**src/rtl/sys_array_loader.sv**
```systemverilog
// ----------------------------------------------------------------------------
// sys_array_loader : streams matrix A then W into packed row-major buses and
//                    sequences the systolic-array fetcher (params, start, wait).
// Revision         : 1.0
// ----------------------------------------------------------------------------
`default_nettype none

module sys_array_loader #(
  parameter int DATA_WIDTH = 8,
  parameter int ARRAY_A_W  = 4,
  parameter int ARRAY_A_L  = 3,
  parameter int ARRAY_W_W  = 3,
  parameter int ARRAY_W_L  = 4
) (
  input  logic                                     clk,
  input  logic                                     reset,
  input  logic                                     load_req,
  input  logic                                     s_valid,
  output logic                                     s_ready,
  input  logic [DATA_WIDTH-1:0]                    s_data,
  input  logic                                     s_last,
  output logic [ARRAY_A_W*ARRAY_A_L*DATA_WIDTH-1:0] data_a,
  output logic [ARRAY_W_W*ARRAY_W_L*DATA_WIDTH-1:0] data_w,
  output logic                                     load_params,
  output logic                                     start_comp,
  input  logic                                     comp_ready,
  output logic                                     busy,
  output logic                                     done,
  output logic                                     frame_err
);

  localparam int NUM_A   = ARRAY_A_W * ARRAY_A_L;
  localparam int NUM_W   = ARRAY_W_W * ARRAY_W_L;
  localparam int NUM_MAX = (NUM_A > NUM_W) ? NUM_A : NUM_W;
  localparam int CNT_W   = $clog2(NUM_MAX) + 1;

  typedef enum logic [2:0] {
    S_IDLE   = 3'd0,
    S_LOAD_A = 3'd1,
    S_LOAD_W = 3'd2,
    S_PARAM  = 3'd3,
    S_START  = 3'd4,
    S_WAIT   = 3'd5,
    S_DONE   = 3'd6
  } state_t;

  state_t                        state_q, state_d;
  logic [CNT_W-1:0]              cnt_q, cnt_d;
  logic [NUM_A*DATA_WIDTH-1:0]   data_a_q, data_a_d;
  logic [NUM_W*DATA_WIDTH-1:0]   data_w_q, data_w_d;
  logic                          frame_err_q, frame_err_d;
  logic                          xfer;
  logic                          last_w;

  // Handshake outputs decode the state register only, never the inputs.
  assign s_ready     = (state_q == S_LOAD_A) || (state_q == S_LOAD_W);
  assign load_params = (state_q == S_PARAM);
  assign start_comp  = (state_q == S_START);
  assign busy        = (state_q == S_LOAD_A) || (state_q == S_LOAD_W) ||
                       (state_q == S_PARAM)  || (state_q == S_START)  ||
                       (state_q == S_WAIT);
  assign done        = (state_q == S_DONE);
  assign frame_err   = frame_err_q;
  assign data_a      = data_a_q;
  assign data_w      = data_w_q;

  assign xfer   = s_valid && s_ready;
  assign last_w = (cnt_q == CNT_W'(NUM_W - 1));

  always_comb begin
    state_d     = state_q;
    cnt_d       = cnt_q;
    data_a_d    = data_a_q;
    data_w_d    = data_w_q;
    frame_err_d = frame_err_q;

    case (state_q)
      S_IDLE, S_DONE: begin
        if (load_req) begin
          state_d     = S_LOAD_A;
          cnt_d       = '0;
          frame_err_d = 1'b0;
        end
      end

      S_LOAD_A: begin
        if (xfer) begin
          // Element k of the stream lands at slot k counted from the MSB end.
          for (int k = 0; k < NUM_A; k++) begin
            if (cnt_q == CNT_W'(k)) begin
              data_a_d[(NUM_A-k)*DATA_WIDTH-1 -: DATA_WIDTH] = s_data;
            end
          end
          if (s_last) begin
            frame_err_d = 1'b1;
            state_d     = S_IDLE;
            cnt_d       = '0;
          end else if (cnt_q == CNT_W'(NUM_A - 1)) begin
            state_d = S_LOAD_W;
            cnt_d   = '0;
          end else begin
            cnt_d = cnt_q + CNT_W'(1);
          end
        end
      end

      S_LOAD_W: begin
        if (xfer) begin
          for (int k = 0; k < NUM_W; k++) begin
            if (cnt_q == CNT_W'(k)) begin
              data_w_d[(NUM_W-k)*DATA_WIDTH-1 -: DATA_WIDTH] = s_data;
            end
          end
          if (s_last != last_w) begin
            frame_err_d = 1'b1;
            state_d     = S_IDLE;
            cnt_d       = '0;
          end else if (last_w) begin
            state_d = S_PARAM;
            cnt_d   = '0;
          end else begin
            cnt_d = cnt_q + CNT_W'(1);
          end
        end
      end

      S_PARAM: state_d = S_START;
      S_START: state_d = S_WAIT;

      S_WAIT: begin
        if (comp_ready) begin
          state_d = S_DONE;
        end
      end

      default: state_d = S_IDLE;
    endcase
  end

  always_ff @(posedge clk or posedge reset) begin
    if (reset) begin
      state_q     <= S_IDLE;
      cnt_q       <= '0;
      data_a_q    <= '0;
      data_w_q    <= '0;
      frame_err_q <= 1'b0;
    end else begin
      state_q     <= state_d;
      cnt_q       <= cnt_d;
      data_a_q    <= data_a_d;
      data_w_q    <= data_w_d;
      frame_err_q <= frame_err_d;
    end
  end

endmodule

`default_nettype wire

```
**config.mk**
```make
export PLATFORM = sky130hd
export DESIGN_NAME = sys_array_loader
export DESIGN_NICKNAME = d
export VERILOG_FILES = /design/src/rtl/sys_array_loader.sv
export SDC_FILE = /design/constraint.sdc
export NUM_CORES = 1
export LEC_CHECK = 0
export CAP_MARGIN = 0
export CORE_MARGIN = 2
export CORE_UTILIZATION = 30
export DETAILED_ROUTE_END_ITERATION = 8
export SYNTH_ARGS = -nofsm -noshare
export SYNTH_HDL_FRONTEND = slang
export SYNTH_SLANG_ARGS = --single-unit
```
**constraint.sdc**
```tcl
create_clock -name clk -period 8.1 [get_ports clk]
set_clock_uncertainty 0.1 [all_clocks]
set_input_delay 0.81 -clock clk [delete_from_list [all_inputs] [get_ports clk]]
set_output_delay 0.81 -clock clk [all_outputs]
set_load 0.05 [all_outputs]
```
Word level (Yosys, flattened, before mapping) --
Cells that the tools add are included.
Word-level totals: flip-flop bits (word level) 201, word-level logic and storage cells 112, output and inout bits 198, input bits 14
Cells by class: reductions and logical operators 36, mux-type cells 22, add/sub/neg operators 1, equal/unequal tests 26
Operators with widths (number):
- 3-bit AND reduction | 24
- 5-bit 2-to-1 mux | 6
- 3-bit 2-to-1 mux | 8
- 5-bit by 3-bit == test with 1-bit output, second input constant | 4
- 5-bit by 4-bit == test with 1-bit output, second input constant | 4
- 3-bit case mux with 6 select lines | 1
- 5-bit case mux with 3 select lines | 1
- 6-bit AND reduction | 2
- 5-bit by 2-bit == test with 1-bit output, second input constant | 2
- 2-bit != test, second input constant | 5
- 3-bit == test, second input constant | 3
- 3-bit by 2-bit == test with 1-bit output, second input constant | 2
- 5-bit by 1-bit adder with 5-bit output, second input constant | 1
- 5-bit by 1-bit == test with 1-bit output, second input constant | 1
- 5-bit logical NOT | 1
- 1-bit 2-to-1 mux | 5
- 1-bit logical OR | 4
- 4-bit AND reduction | 1
- 3-bit by 1-bit == test with 1-bit output, second input constant | 1
- 3-bit logical NOT | 1
- 3-bit by 2-bit != test with 1-bit output, second input constant | 1
- 3-bit != test, second input constant | 1
- 1-bit case mux with 3 select lines | 1
- 3-bit nonzero test | 1
- other kinds (4) | 4

Depth between registers and ports, before layout --
Gate-level depths: netlist of run 1.
depth in word-level cells 5, mapped depth 11

Least setup slack after synthesis of run 1 --
OpenSTA, ideal clock, no wires.
path kind reg2reg, start register cnt_q[0], end register cnt_q[4], stages on the path, launching flop included 12, buffers on the path 2, period minus slack after synthesis 2905 ps, library setup time 87 ps, data required time 7913 ps, setup slack 5195 ps, data arrival time 2718 ps, cells stage by stage dfrtp_1 ha_1 nor2b_1 buf_2 and3b_1 clkbuf_1 inv_1 ha_1 or4b_4 o31a_4 or4_1 o211ai_1
On the way: cells in the longest elaborated chain, start to end 5, elaborated cells between the ends (all ways) 9, those cells by class add/sub (1); eq/ne (2); mux (6)
RTL lines:
- start: declaration | RTL line 48 | logic [CNT_W-1:0] cnt_q, cnt_d;
- start signal: assignment | RTL line 149 | cnt_q <= cnt_d;
- 5-bit by 1-bit adder with 5-bit output or 5-bit by 4-bit == test with 1-bit output (tied branches)
- 5-bit 2-to-1 mux or 1-bit != test (tied branches) | RTL line 98, 118, 114
- 5-bit 2-to-1 mux (on tied branches) | RTL line 114, 94
- 5-bit 2-to-1 mux (on tied branches) | RTL line 108, 87
- 5-bit case mux with 3 select lines * | RTL line 77 | case (state_q)
Every way passes the cells marked *; elsewhere a longest branch is shown, timed or not. The select of a mux whose other input is x is not followed. A chain may end at the register's enable or synchronous reset.

Final worst setup path of run 1 --
start register state_q[1], end output port busy
On the way: cells in the longest elaborated chain, start to end 5, elaborated cells between the ends (all ways) 9, those cells by class eq/ne (5); reduce/logical (4)
RTL lines:
- start: declaration | RTL line 47 | state_t state_q, state_d;
- start signal: assignment | RTL line 148 | state_q <= state_d;
- 3-bit by 1-bit == test with 1-bit output or 3-bit by 2-bit == test with 1-bit output (tied branches) | RTL line 59 | assign busy = (state_q == S_LOAD_A) || (state_q == S_LOAD_W) ||
- 1-bit logical OR (2 in a row) | RTL line 59
- 1-bit logical OR | RTL line 60 | (state_q == S_PARAM) || (state_q == S_START) ||
- 1-bit logical OR * | RTL line 60
- end: declaration | RTL line 27 | output logic busy,
Every way passes the cells marked *; elsewhere a longest branch is shown, timed or not.

==> impl_metrics.sql, run 1 <==
INSERT INTO impl_metrics (metric_group, metric, value, unit) VALUES
('status', 'outcome', 'complete, but fails checks', ''),
('status', 'violations_in_the_final_reports', 'DRC', ''),
('cells_and_area', 'syn2layout_area_growth', '40.1', '%'),
('drt', 'routed_wl', '22000', 'µm'),
('worst_hold_path', 'hp-start', 'data_a[16]$_DFFE_PP0P_', ''),
('floorplan', 'chipWidth', '168', 'µm'),
('synthesis', 'post_synth_num_cell_types', '41', ''),
('placement', 'gp_routability_congestion', '0.739', ''),
('synthesis', 'synth_sequential_area_ratio', '0.627', ''),
('sta', 'rsz_0062_raised_after_global_routing', 'no', ''),
('floorplan', 'die-area', '28100', 'µm²'),
('clock_network', 'cts_inserted_buffers', '24', ''),
('global_routing', 'grt_first_pass_wirelength', '33800', 'µm'),
('critical_path', 'endpoint_kind', 'primary output', ''),
('drt', 'dr_total_vias', '5079', ''),
('placement', 'hpwlAfterDp', '14600', 'µm'),
('global_routing', 'grt_use_total', '0.157', ''),
('critical_path', 'critPathArrivalTime', '2.63', 'ns'),
('cells_and_area', 'insertedDiodeCount', '0', ''),
('sta', 'min_period', '3.54', 'ns'),
('clock_network', 'postCtsSetupRepairBufs', '0', ''),
('clock_network', 'worstSkewPairLatency', '0.51', 'ns'),
('clock_network', 'h-tree-depth', '1', ''),
('critical_path', 'timing.reg2reg.setup_slack', '4.83', 'ns'),
('sta', 'finalSetupViolCount', '0', ''),
('drt', 'detail-route-antenna-nets', '0', ''),
('global_routing', 'pin_count_of_the_biggest_net_entering_global_routing', '139', ''),
('power', 'p_leak', '5.23', 'nW'),
('critical_path', 'rr_worst_depth', '9', ''),
('critical_path', 'worst-path-max-fanout', '13', ''),
('clock_network', 'clock_transition_at_path_regs', '0.06', 'ns'),
('cells_and_area', 'final_nets', '759', ''),
('clock_network', 'clk_root_buffer_cell', 'sky130_fd_sc_hd__clkbuf_16', ''),
('clock_network', 'cts_hold_buffers', '0', ''),
('critical_path', 'start_kind', 'flop', ''),
('floorplan', 'initial_utilization', '0.307', ''),
('drt', 'drc', '12', ''),
('sta', 'layout_worst_path_cycle_share', '0.437', ''),
('clock_network', 'cts_tree', 'done', ''),
('floorplan', 'placement_rows', '59', ''),
('cells_and_area', 'final_layout_size_suffix_gt1_frac', '0.322', ''),
('synthesis', 'synth_warnings', '0', ''),
('critical_path', 'worst-setup-path-type', 'reg -> out', ''),
('synthesis', 'yosys_register_bits', '201', ''),
('sta', 'slew_violations', '0', ''),
('global_routing', 'gr-total-overflow', '0', ''),
('synthesis', 'avgSynthCellArea', '15.3', 'µm²'),
('sta', 'max_slew_headroom', '0.300', ''),
('worst_hold_path', 'worstHoldPathType', 'reg -> reg', ''),
('clock_network', 'cts-resized-gates', '0', ''),
('worst_hold_path', 'sink_of_the_worst_hold_path', 'data_a[16]$_DFFE_PP0P_', ''),
('floorplan', 'io_pins', '212', ''),
('synthesis', 'syn_nets', '543', ''),
('placement', 'port_buffers', '211', ''),
('global_routing', 'antenna_found_initial', '0', ''),
('power', 'power.density', '322', 'nW/µm²'),
('drt', 'initial_drc_count', '268', ''),
('drt', 'drt-pass1-iter-count', '6', ''),
('critical_path', 'critical_path.reg2reg.endpoint', 'cnt_q[4]$_DFFE_PP0P_', ''),
('floorplan', 'placeableCoreArea', '26100', 'µm²'),
('synthesis', 'netlist_instances', '524', ''),
('worst_hold_path', 'worstHoldPathCells', '1', ''),
('job', 'timing.max_cap.violations', '0', ''),
('global_routing', 'first_global_vias', '5307', ''),
('critical_path', 'critical_path.reg2reg.startpoint', 'cnt_q[0]$_DFFE_PP0P_', ''),
('clock_network', 'clock_sinks', '201', ''),
('critical_path', 'cp.required', '7.19', 'ns'),
('drt', 'drt-wirelength-per-cell', '20.3', 'µm'),
('power', 'vdd_drop_max', '205', 'µV'),
('cells_and_area', 'layout.filler_cells', '2419', ''),
('synthesis', 'syn-cell-area', '8020', 'µm²'),
('clock_network', 'max-clock-path-buffers', '3', ''),
('sta', 'timing_worst_slew_pin_value', '1.05', 'ns'),
('drt', 'vias_per_cell', '4.67', ''),
('sta', 'finalHoldViolations', '0', ''),
('floorplan', 'dieHeight', '168', 'µm'),
('sta', 'finalSetupTns', '0', 'ns'),
('power', 'finalPower', '0.00362', 'W'),
('sta', 'fmax', '0.283', 'GHz');
state kept, by name, indices dropped and copies added (netlist names):
name	count
data_w	96
data_a	96
cnt_q	5
state_q	3
frame_err	1
critical path, cell delays in order, from the launching register on:
cell                              delay, ns
sky130_fd_sc_hd__dfrtp_1               0.56
sky130_fd_sc_hd__nand2b_1              0.36
sky130_fd_sc_hd__a21oi_1               0.17
sky130_fd_sc_hd__or2_2                 0.33
sky130_fd_sc_hd__clkdlybuf4s50_1       0.70
power by group:
part           switching [W]  total, W  internal [W]  leakage, nW
sequential          0.000117   0.00128       0.00117         2.75
combinational       0.000856   0.00132      0.000459         2.12
clock               0.000408   0.00102      0.000611        0.363
synthesized netlist by cell type (all sizes together):
master	number	area (µm²)
a211o	2	17.5
a211oi	1	12.5
a21oi	2	10.0
a31oi	1	6.26
and3b	2	17.5
and4b	1	10.0
buf	6	38.8
clkbuf	23	86.3
dfrtp	201	5030
ha	5	62.6
inv	6	22.5
mux2	195	2200
mux2i	1	10.0
nand2	25	93.8
nand2b	7	43.8
nand3	2	10.0
nand4b	1	15.0
nand4bb	1	11.3
nor2	11	86.3
nor2b	6	37.5
nor3	1	5.00
nor3b	2	15.0
nor4	3	31.3
nor4bb	1	10.0
o211ai	2	15.0
o21a	1	7.51
o21ai	4	20.0
o21bai	1	7.51
o2bb2ai	1	8.76
o31a	2	26.3
or2	1	6.26
or3	1	6.26
or4	3	22.5
or4b	1	13.8
or4bb	1	11.3
placed cells by master (no fill, tap or decap), types with 2 or more instances in the layout:
cell type                           n
sky130_fd_sc_hd__mux2_1             7
sky130_fd_sc_hd__nand2b_1           7
sky130_fd_sc_hd__buf_4              8
sky130_fd_sc_hd__nor4_2             2
sky130_fd_sc_hd__and3b_1            2
sky130_fd_sc_hd__nor2b_1            6
sky130_fd_sc_hd__o21ai_0            4
sky130_fd_sc_hd__nor3b_1            2
sky130_fd_sc_hd__dfrtp_1          201
sky130_fd_sc_hd__ha_1               5
sky130_fd_sc_hd__inv_1              5
sky130_fd_sc_hd__a21oi_1            2
sky130_fd_sc_hd__inv_8              2
sky130_fd_sc_hd__nor2_4             6
sky130_fd_sc_hd__a211o_1            2
sky130_fd_sc_hd__nand2_1           25
sky130_fd_sc_hd__mux2_2           188
sky130_fd_sc_hd__or4_1              3
sky130_fd_sc_hd__clkbuf_8           4
sky130_fd_sc_hd__clkbuf_16         24
sky130_fd_sc_hd__clkdlybuf4s50_1  211
sky130_fd_sc_hd__o211ai_1           2
sky130_fd_sc_hd__clkbuf_1           6
sky130_fd_sc_hd__nor2_1             5
sky130_fd_sc_hd__nand3_1            2
per-stage QoR:
step                      area [µm²]  utilization  hold WS, ns  cells  setup slack [ns]
after floorplan                 8020            -        0.420    524              1.71
after global placement         10500        0.402        0.368   1049              4.82
after global routing           11200        0.430        0.402   1087              4.33
final                          11200        0.430        0.388   1087              4.56
after detailed placement       10500        0.402        0.377   1049              4.78
after CTS                      11200        0.430        0.390   1087              4.53
kinds of logic (layout without fill, tap and decap cells):
family	after synthesis	after routing	share of synthesized area
and+or+nand+nor	70	70	0.0557
buffers and inverters	35	263	0.0184
DFF	201	201	0.627
muxes	196	196	0.275
AOI/OAI and AO/OA	17	17	0.0164
adders and majority gates	5	5	0.00780
layer usage:
metal	routed length [µm]	up-vias	global-route usage	share of wire
met2	10500	131	0.259	0.48
met3	1160	34	0.0345	0.053
met5	0	-	0	0
met4	593	0	0.0457	0.027
met1	9730	2612	0.208	0.44
li1	-	2302	-	-
cell type report:
class | count | area, µm² | area share
sequential | 201 | 5030 | 0.448
multi-input combinational | 288 | 2850 | 0.253
timing repair buffer | 219 | 2170 | 0.193
clock buffer | 34 | 678 | 0.0603
tap | 335 | 419 | 0.0373
clock inverter | 4 | 62.6 | 0.00557
inverter | 6 | 30.0 | 0.00267
worst max-delay path by stage:
stage                                 startpoint                   end
after global routing      state_q[1]$_DFFE_PP0P_                  busy
final                     state_q[1]$_DFFE_PP0P_                  busy
after detailed placement    cnt_q[0]$_DFFE_PP0P_  cnt_q[4]$_DFFE_PP0P_
after floorplan                            reset  cnt_q[0]$_DFFE_PP0P_
after CTS                 state_q[1]$_DFFE_PP0P_                  busy
after global placement      cnt_q[0]$_DFFE_PP0P_  cnt_q[4]$_DFFE_PP0P_
Power figures use the tool's default switching activity.
==> run 2, diff against run 1 <==
==> constraint.sdc (replaced) <==
create_clock -name clk -period 3.21 [get_ports clk]
set_clock_uncertainty 0.1 [all_clocks]
set_input_delay 0.321 -clock clk [delete_from_list [all_inputs] [get_ports clk]]
set_output_delay 0.321 -clock clk [all_outputs]
set_load 0.05 [all_outputs]
==> run 2 against run 1 <==
Compared with the run above:
- the flow still finishes with violations (DRC)
- count of clock-buffer cells in the layout rose by 1
- register-to-register slack got worse by 4.6 ns
- global-route usage barely moved
- first-iteration DRC count fell by 10%
- clock power rose to 2.5 times the previous value
- critical path depth did not move
- cell area rose by 0.73%
- flip-flop and latch count did not move
- combinational power rose to 2.5 times the previous value
- sequential power rose to 2.5 times the previous value
- critical endpoint unchanged
- power rose to 2.5 times the previous value
- via count rose by 0.14%
==> impl_metrics.sql, run 2 (synthesis gave the netlist of run 1 again) <==
INSERT INTO impl_metrics (metric_group, metric, value, unit) VALUES
('critical_path', 'rr_worst_depth', '9', ''),
('clock_network', 'h-tree-depth', '1', ''),
('cells_and_area', 'syn2layout_area_growth', '41.1', '%'),
('sta', 'finalSetupViolCount', '0', ''),
('cells_and_area', 'most-common-layout-cells', '211 x sky130_fd_sc_hd__clkdlybuf4s50_1, 201 x sky130_fd_sc_hd__dfrtp_1, 188 x sky130_fd_sc_hd__mux2_2, 25 x sky130_fd_sc_hd__nand2_1, 24 x sky130_fd_sc_hd__clkbuf_16', ''),
('clock_network', 'postCtsSetupRepairBufs', '0', ''),
('floorplan', 'dieHeight', '168', 'µm'),
('critical_path', 'worst-setup-path-type', 'reg -> out', ''),
('drt', 'drc', '11', ''),
('sta', 'layout_worst_path_cycle_share', '0.952', ''),
('global_routing', 'grt_use_total', '0.157', ''),
('drt', 'detail-route-antenna-nets', '0', ''),
('clock_network', 'max-clock-path-buffers', '3', ''),
('power', 'comb_power_share', '0.366', ''),
('floorplan', 'die-area', '28100', 'µm²'),
('drt', 'drt-wirelength-per-cell', '20.2', 'µm'),
('clock_network', 'clk_root_buffer_cell', 'sky130_fd_sc_hd__clkbuf_16', ''),
('sta', 'max_slew_headroom', '0.283', ''),
('cells_and_area', 'layout.filler_cells', '2440', ''),
('status', 'violations_in_the_final_reports', 'DRC', ''),
('critical_path', 'critPathArrivalTime', '2.64', 'ns'),
('power', 'vdd_drop_max', '472', 'µV'),
('cells_and_area', 'final_layout_size_suffix_gt1_frac', '0.331', ''),
('global_routing', 'gr-total-overflow', '0', ''),
('clock_network', 'cts_inserted_buffers', '24', ''),
('floorplan', 'chipWidth', '168', 'µm'),
('sta', 'fin_hold_ws', '0.161', 'ns'),
('critical_path', 'worst-path-max-fanout', '13', ''),
('critical_path', 'critical_path.reg2reg.endpoint', 'cnt_q[4]$_DFFE_PP0P_', ''),
('clock_network', 'clock_transition_at_path_regs', '0.05', 'ns'),
('placement', 'hpwlAfterDp', '15100', 'µm'),
('power', 'p_sw_frac', '0.385', ''),
('floorplan', 'placement_rows', '59', ''),
('drt', 'drt-pass1-iter-count', '6', ''),
('power', 'seqPwrFrac', '0.352', ''),
('critical_path', 'critical_path.reg2reg.startpoint', 'cnt_q[0]$_DFFE_PP0P_', ''),
('sta', 'rsz_0062_raised_after_global_routing', 'no', ''),
('critical_path', 'timing.reg2reg.setup_slack', '0.27', 'ns'),
('power', 'power.share.clock', '0.281', ''),
('clock_network', 'cts_tree', 'done', ''),
('floorplan', 'placeableCoreArea', '26100', 'µm²'),
('critical_path', 'start_kind', 'flop', ''),
('worst_hold_path', 'worstHoldPathType', 'in -> async', ''),
('placement', 'gp_routability_congestion', '0.734', ''),
('clock_network', 'cts-resized-gates', '0', ''),
('power', 'p_leak', '5.28', 'nW'),
('power', 'power.internal', '0.00564', 'W'),
('floorplan', 'io_pins', '212', ''),
('sta', 'timing_worst_slew_pin_value', '1.07', 'ns'),
('status', 'outcome', 'complete, but fails checks', ''),
('drt', 'initial_drc_count', '241', ''),
('drt', 'routed_wl', '22100', 'µm'),
('critical_path', 'cp.required', '2.79', 'ns'),
('sta', 'fmax', '0.327', 'GHz'),
('cells_and_area', 'final_nets', '764', ''),
('global_routing', 'first_global_vias', '5215', ''),
('cells_and_area', 'insertedDiodeCount', '0', ''),
('power', 'power.density', '810', 'nW/µm²'),
('clock_network', 'clock_sinks', '201', ''),
('global_routing', 'pin_count_of_the_biggest_net_entering_global_routing', '69', ''),
('critical_path', 'endpoint_kind', 'primary output', ''),
('job', 'timing.max_cap.violations', '0', ''),
('clock_network', 'worstSkewPairLatency', '0.52', 'ns'),
('sta', 'min_period', '3.06', 'ns'),
('placement', 'port_buffers', '211', ''),
('global_routing', 'antenna_found_initial', '1', ''),
('power', 'net-switching-power', '0.00353', 'W'),
('floorplan', 'initial_utilization', '0.307', ''),
('cells_and_area', 'mostFrequentLayoutCell', 'sky130_fd_sc_hd__clkdlybuf4s50_1', ''),
('cells_and_area', 'layout.core_utilization', '0.433', ''),
('power', 'finalPower', '0.00917', 'W'),
('sta', 'finalHoldViolations', '0', ''),
('global_routing', 'grt_first_pass_wirelength', '33900', 'µm'),
('sta', 'slew_violations', '0', ''),
('drt', 'dr_total_vias', '5086', ''),
('clock_network', 'cts_hold_buffers', '0', ''),
('sta', 'finalSetupTns', '0', 'ns'),
('drt', 'vias_per_cell', '4.65', '');
[run 2: cell count changes in the layout (fill, tap and decap cells not counted)]
cell / change
sky130_fd_sc_hd__clkinvlp_4: +1
sky130_fd_sc_hd__buf_4: +2
sky130_fd_sc_hd__inv_8: -2
sky130_fd_sc_hd__clkinv_2: +2
sky130_fd_sc_hd__bufinv_16: -1
sky130_fd_sc_hd__clkbuf_1: -2
sky130_fd_sc_hd__clkinv_4: +1
sky130_fd_sc_hd__buf_12: +3
sky130_fd_sc_hd__clkbuf_8: +3
[run 2: per-layer routing]
metal,vias to the layer above,share of wire,GRT usage
met5,-,0,0
li1,2295,-,-
met4,0,0.016,0.0382
met3,23,0.060,0.0345
met1,2638,0.44,0.213
met2,130,0.48,0.257
[run 2: stage by stage]
step | instances | instance area, µm² | setup slack, ns
after global placement | 1054 | 10600 | 0.351
after floorplan | 524 | 8030 | 0.187
final | 1094 | 11300 | 0.153
after detailed placement | 1054 | 10600 | 0.267
after global routing | 1094 | 11300 | 0.00818
after CTS | 1094 | 11300 | 0.140
[run 2: final cells by class]
| class | instances | area, µm² | share of cell area |
|---|---|---|---|
| Clock buffer | 35 | 712 | 0.0629 |
| Timing Repair Buffer | 224 | 2250 | 0.198 |
| Tap cell | 335 | 419 | 0.0370 |
| Sequential cell | 201 | 5030 | 0.444 |
| Clock inverter | 5 | 40.0 | 0.00354 |
| Inverter | 6 | 26.3 | 0.00232 |
| Multi-Input combinational cell | 288 | 2850 | 0.251 |
[run 2: critical path: stages (launching register included)]
cell and delay [ns]:
sky130_fd_sc_hd__dfrtp_1 0.55, sky130_fd_sc_hd__nand2b_1 0.36, sky130_fd_sc_hd__a21oi_1 0.18, sky130_fd_sc_hd__or2_2 0.33, sky130_fd_sc_hd__clkdlybuf4s50_1 0.70
[run 2: power by group through the flow]
stage                     clock, W  sequential (W)  combinational, W
final                      0.00258         0.00323           0.00336
after global routing       0.00278         0.00329           0.00350
after CTS                  0.00266         0.00323           0.00340
after detailed placement         0         0.00327           0.00339
after global placement           0         0.00326           0.00338
after floorplan                  0         0.00453          0.000962
[run 2: how the worst max path moves through the flow]
| stage | start | endpoint | slack (ns) | cells after the start |
|---|---|---|---|---|
| global placement | cnt_q[0]$_DFFE_PP0P_ | cnt_q[4]$_DFFE_PP0P_ | 0.35 | 9 |
| finish | state_q[1]$_DFFE_PP0P_ | busy | 0.15 | 4 |
| global route | state_q[1]$_DFFE_PP0P_ | busy | 0.008 | 4 |
| detailed placement | cnt_q[0]$_DFFE_PP0P_ | cnt_q[4]$_DFFE_PP0P_ | 0.27 | 9 |
| floorplan | reset | cnt_q[0]$_DFFE_PP0P_ | 0.19 | 1 |
| CTS | state_q[1]$_DFFE_PP0P_ | busy | 0.14 | 4 |
==> run 3, diff against run 2 <==
--- a/config.mk
+++ b/config.mk
@@ -9,6 +9,7 @@
 export CORE_MARGIN = 2
 export CORE_UTILIZATION = 30
 export DETAILED_ROUTE_END_ITERATION = 8
+export SKIP_LAST_GASP = 1
 export SYNTH_ARGS = -nofsm -noshare
 export SYNTH_HDL_FRONTEND = slang
 export SYNTH_SLANG_ARGS = --single-unit
==> results of run 3 <==
No change in the layout: final DEF, timing and power equal those of run 2.
